$ cat config.mk
export PLATFORM = sky130hd
export DESIGN_NAME = box_position_ctrl
export DESIGN_NICKNAME = d
export VERILOG_FILES = /design/src/rtl/box_position_ctrl.sv
export SDC_FILE = /design/constraint.sdc
export NUM_CORES = 1
export LEC_CHECK = 0
export ABC_CLOCK_PERIOD_IN_PS = 7800
export BUFFER_PORTS_ARGS = -buffer_cell sky130_fd_sc_hd__buf_2
export CORE_UTILIZATION = 65
export DETAILED_ROUTE_END_ITERATION = 16
export GPL_TIMING_DRIVEN = 0
export PLACE_DENSITY = 0.79
export SLEW_MARGIN = 40
export SYNTH_ARGS = -nofsm -noshare
export SYNTH_HDL_FRONTEND = slang
export SYNTH_SLANG_ARGS = --single-unit
$ cat constraint.sdc
create_clock -name vga_clk -period 7.8 [get_ports vga_clk]
set_input_delay 0.39 -clock vga_clk [delete_from_list [all_inputs] [get_ports vga_clk]]
set_output_delay 0.39 -clock vga_clk [all_outputs]
set_load 0.05 [all_outputs]
$ cat src/rtl/box_position_ctrl.sv
// rtl/box_position_ctrl.sv - debounced push-button control of a clamped box offset, stepped once per frame
module box_position_ctrl #(
    parameter int DEBOUNCE_CYCLES = 250000,
    parameter int STEP            = 5,
    parameter int REPEAT_DELAY    = 20,
    parameter int X_MAX           = 480,
    parameter int Y_MAX           = 320,
    parameter int X_INIT          = 0,
    parameter int Y_INIT          = 0
) (
    input  logic       vga_clk,
    input  logic       reset,
    input  logic       btn_right_n,
    input  logic       btn_left_n,
    input  logic       btn_down_n,
    input  logic       btn_up_n,
    input  logic       vs_n,
    output logic [9:0] x_offset,
    output logic [9:0] y_offset,
    output logic       pos_valid,
    output logic [3:0] btn_state
);

    localparam int DB_W = (DEBOUNCE_CYCLES > 1) ? $clog2(DEBOUNCE_CYCLES) : 1;
    localparam logic [DB_W-1:0] DB_LAST = DB_W'(DEBOUNCE_CYCLES - 1);
    localparam int FC_W = (REPEAT_DELAY > 0) ? $clog2(REPEAT_DELAY + 1) : 1;
    localparam logic [FC_W-1:0] FC_LOAD = FC_W'(REPEAT_DELAY);

    localparam logic [1:0] IDLE   = 2'd0;
    localparam logic [1:0] DELAY  = 2'd1;
    localparam logic [1:0] REPEAT = 2'd2;

    localparam logic signed [10:0] STEP_S  = 11'(STEP);
    localparam logic signed [10:0] X_MAX_S = 11'(X_MAX);
    localparam logic signed [10:0] Y_MAX_S = 11'(Y_MAX);

    logic [3:0]      sync_q1;
    logic [3:0]      sync_q2;
    logic [DB_W-1:0] db_cnt [4];
    logic            vs_d;
    logic            tick;
    logic            held;
    logic [1:0]      state;
    logic [FC_W-1:0] frame_cnt;
    logic            do_move;

    logic signed [10:0] dx;
    logic signed [10:0] dy;
    logic signed [10:0] nx_s;
    logic signed [10:0] ny_s;
    logic [9:0]         nx;
    logic [9:0]         ny;

    // Buttons ordered {up, down, left, right}; synchronizer idles at released (1).
    always_ff @(posedge vga_clk) begin
        if (reset) begin
            sync_q1 <= 4'hF;
            sync_q2 <= 4'hF;
        end else begin
            sync_q1 <= {btn_up_n, btn_down_n, btn_left_n, btn_right_n};
            sync_q2 <= sync_q1;
        end
    end

    always_ff @(posedge vga_clk) begin
        if (reset) begin
            btn_state <= 4'b0000;
            for (int i = 0; i < 4; i++) db_cnt[i] <= '0;
        end else begin
            for (int i = 0; i < 4; i++) begin
                if (~sync_q2[i] != btn_state[i]) begin
                    if (db_cnt[i] == DB_LAST) begin
                        btn_state[i] <= ~btn_state[i];
                        db_cnt[i]    <= '0;
                    end else begin
                        db_cnt[i] <= db_cnt[i] + DB_W'(1);
                    end
                end else begin
                    db_cnt[i] <= '0;
                end
            end
        end
    end

    assign tick = vs_d & ~vs_n;
    assign held = |btn_state;

    always_comb begin
        dx = '0;
        dy = '0;
        if (btn_state[0] & ~btn_state[1]) dx = STEP_S;
        else if (btn_state[1] & ~btn_state[0]) dx = -STEP_S;
        if (btn_state[2] & ~btn_state[3]) dy = STEP_S;
        else if (btn_state[3] & ~btn_state[2]) dy = -STEP_S;

        nx_s = $signed({1'b0, x_offset}) + dx;
        ny_s = $signed({1'b0, y_offset}) + dy;

        nx = nx_s[9:0];
        if (nx_s < 0) nx = '0;
        else if (nx_s > X_MAX_S) nx = 10'(X_MAX);
        ny = ny_s[9:0];
        if (ny_s < 0) ny = '0;
        else if (ny_s > Y_MAX_S) ny = 10'(Y_MAX);

        do_move = 1'b0;
        if (held && tick) begin
            case (state)
                IDLE:    do_move = 1'b1;
                DELAY:   do_move = (frame_cnt <= FC_W'(1));
                REPEAT:  do_move = 1'b1;
                default: do_move = 1'b0;
            endcase
        end
    end

    always_ff @(posedge vga_clk) begin
        if (reset) begin
            vs_d      <= 1'b1;
            state     <= IDLE;
            frame_cnt <= '0;
            x_offset  <= 10'(X_INIT);
            y_offset  <= 10'(Y_INIT);
            pos_valid <= 1'b0;
        end else begin
            vs_d      <= vs_n;
            pos_valid <= 1'b0;
            if (!held) begin
                state     <= IDLE;
                frame_cnt <= '0;
            end else if (tick) begin
                case (state)
                    IDLE: begin
                        state     <= DELAY;
                        frame_cnt <= FC_LOAD;
                    end
                    DELAY: begin
                        if (frame_cnt <= FC_W'(1)) begin
                            state     <= REPEAT;
                            frame_cnt <= '0;
                        end else begin
                            frame_cnt <= frame_cnt - FC_W'(1);
                        end
                    end
                    REPEAT:  state <= REPEAT;
                    default: state <= IDLE;
                endcase
            end
            // A move that clamps to the current position is not reported.
            if (do_move && ((nx != x_offset) || (ny != y_offset))) begin
                x_offset  <= nx;
                y_offset  <= ny;
                pos_valid <= 1'b1;
            end
        end
    end

endmodule

==> impl_metrics.yaml <==
outcome:
  status: "finished clean"
timing:
  finClkSkew_ns: 0.00980
  fin_crit_sh: 0.561
  final.min_clock_period_ns: 4.38
  tns_ns: 0
  maxSlewViolCount: 0
  hold_viol_final: 0
  fmax_ghz: 0.228
  finalSetupViolations: 0
  worst_pin_slew_ns: 0.747
  max_slew_margin: 0.489
  rsz0062_at_grt: "no"
layout:
  fin_nets: 984
  drive_gt1_frac: 0.120
  fillers: 741
  antenna_cells: 0
  syn_to_final_growth_pct: 15.7
  fin_util: 0.785
min_path:
  worstHoldPathCells: 2
  hold_class: "in -> reg"
critical_path:
  slowest_stage: "dfxtp_1"
  path_cells: "inv_1, ha_1, ha_1, fa_1, a21o_1, and3_1, o21ai_2, and3b_1, a2111o_1, o21ai_2, o31a_1, a2111oi_2, nand4_1, buf_2, a31oi_1, a211oi_2"
  reg2reg_depth: 16
  worstPathArrival_ns: 4.67
  end_kind: "flip-flop"
  worstSetupPathType: "reg -> reg"
  worst_setup_path_start_kind: "flip-flop"
  critPathMaxStageDelay_ns: 0.47
  cp_max_fo: 10
  critPathRequiredTime_ns: 8.09
clocking:
  hold_buffers: 0
  worstSkewPairLatency_ns: 0.42
  post_cts_resized: 0
  cts_tree: "yes"
  cts_buffers: 17
  postCtsSetupBuffers: 0
  cts_sinks: 113
  cts_htree_levels: 4
  clockBufferDepth: 2
  clk_pin_slew_ns: 0.05
  root_buffer: "clkbuf_16"
die:
  initial_utilization: 0.678
  row_count: 38
  dieArea_mm2: 0.0119
  core-area_mm2: 0.0110
  io-pin-count: 32
  fp.dieW_um: 109
  fp.dieH_um: 109
detailed_routing:
  wire_per_inst_um: 15.4
  vias: 6450
  drcViolationCount: 0
  vias_per_cell: 5.85
  wirelength_um: 17000
  dr.pass1.iters: 6
  ant_nets: 0
  drt_iter0_markers: 618
grt:
  grt_max_degree: 17
  track_usage: 0.301
  grt_first_pass_wirelength_um: 27800
  overflow: 0
  grt_pass1_vias: 6216
  antenna_found_initial: 0
pwr:
  pwr_density_cell_mw_per_mm2: 170
  ir_drop_v: 0.000147
  power.leakage_nw: 3.27
logic_synthesis:
  yosys_warnings: 0
  syn_avg_cell_area_um2: 8.99
  ys_seq_elements: 113
  synthCells: 828
  async_flop_share: 0
  yosysTopAreaCell: "edfxtp_1"
  ys_types: 84
  synth_top_area_share: 0.290
  ys.flop_type: "edfxtp_1"
  yosysSeqAreaShare: 0.401
  synth_area_leaders: "edfxtp_1 (29%), dfxtp_1 (11%), nor2_1 (6.4%), xnor2_1 (5.4%), xor2_1 (5.3%)"
  synth_edf_count: 72
  netlist_area_mm2: 0.00745
placed_design:
  dp_hpwl_um: 12000
  gp_congestion: 0.939
  portBuffers: 31
flow_run:
  drv_cap: 0
## registers in the layout, summed over array words and instances (netlist names), 2 cells and up
name       flops
db_cnt        72
x_offset      10
y_offset      10
frame_cnt      5
btn_state      4
sync_q1        4
sync_q2        4
state          2
## layout make-up
type	count	area (µm²)	share of cell area
clock inverters	14	140	0.0163
multi-input cells	728	4460	0.518
well taps	140	175	0.0203
flip-flops and latches	113	2980	0.346
inverters	21	78.8	0.00915
plain buffers	37	191	0.0222
repair buffers	31	155	0.0180
clock buffers	18	429	0.0498
## layer usage
metal | up-vias | track usage | share of wire
met5 | - | 0 | 0
met3 | 31 | 0.0640 | 0.058
met1 | 3038 | 0.360 | 0.43
met2 | 216 | 0.525 | 0.50
met4 | 0 | 0.117 | 0.019
li1 | 3165 | - | -
## cells in the mapped netlist, drive strengths merged, types with 4 or more instances
| library cell | number |
|---|---|
| nor2 | 127 |
| edfxtp | 72 |
| nand2 | 65 |
| xnor2 | 46 |
| nand3 | 45 |
| xor2 | 45 |
| dfxtp | 41 |
| o21ai | 37 |
| a21oi | 33 |
| ha | 26 |
| buf | 22 |
| and3 | 20 |
| inv | 20 |
| nor3 | 20 |
| nand4 | 17 |
| clkbuf | 15 |
| a211oi | 14 |
| nor2b | 14 |
| or2 | 14 |
| or3 | 13 |
| o211ai | 12 |
| nand3b | 10 |
| nor4 | 7 |
| and2 | 6 |
| nand2b | 6 |
| a21o | 5 |
| nor4b | 5 |
| o21a | 5 |
| a221oi | 4 |
| a31oi | 4 |
| nor3b | 4 |
## path summary, 6_finish.rpt
| path | startpoint | to | slack, ns |
|---|---|---|---|
| hold / removal | btn_up_n | sync_q1[3] | 0.17 |
| setup reg to reg | btn_state[1] | x_offset[6] | 3.42 |
| setup / recovery | btn_state[1] | x_offset[6] | 3.42 |
| hold reg to reg | sync_q1[3] | sync_q2[3] | 0.41 |
## power by group
part / internal, W / switching, W
clock network: 0.000467 / 0.000276
logic: 0.0000168 / 0.0000281
registers: 0.000655 / 0.0000176
## per-stage QoR
stage          total power (W)  setup slack, ns  instance area, µm²  cells  hold WS [ns]
2_1_floorplan         0.000713             3.49                7710    899         0.389
5_1_grt                0.00150             3.08                8620   1102         0.166
3_3_place_gp          0.000724             3.59                8040   1070         0.392
4_1_cts                0.00146             3.45                8620   1102         0.156
3_5_place_dp          0.000726             3.46                8050   1070         0.397
6_report               0.00146             3.42                8620   1102         0.168
## worst max-delay path, delay by kind of cell (launching register included)
kind | cells | cell delay (ns)
compound gates | 8 | 1.90
fa+ha+maj | 3 | 0.92
simple gates | 3 | 0.62
flops | 1 | 0.47
buf+inv | 2 | 0.33
## layout by cell type, fill, tap and decap left out, types with 5 or more instances in the layout
cell and count:
clkbuf_1 16, or2_2 13, nand2b_1 6, conb_1 72, xor2_1 45, inv_1 20
a21oi_1 32, clkbuf_16 17, ha_1 26, or3_1 13, dfxtp_1 41, o21ai_1 6
and2_1 5, a211oi_1 12, a21o_1 5, nand3b_1 10, and3_1 19, xnor2_1 46
nor4_1 7, nand2_1 65, nand3_1 45, nor4b_1 5, o21ai_0 28, nor3_1 17
nor2_1 126, edfxtp_1 72, o211ai_1 11, nand4_1 17, buf_2 43, nor2b_1 13
## cell families (layout without fill, tap and decap cells)
group / count (synthesis) / in the layout / share of synthesized area
and+or+nand+nor: 387 / 387 / 0.263
AOI/OAI and AO/OA: 146 / 146 / 0.137
DFF: 113 / 113 / 0.401
xor gates and xnor gates: 91 / 91 / 0.107
buffers and inverters: 58 / 121 / 0.0363
adders and majority gates: 28 / 28 / 0.0491
muxes: 4 / 4 / 0.00555
other: 1 / 72 / 0.000504
(Power assumes the default switching activity.)
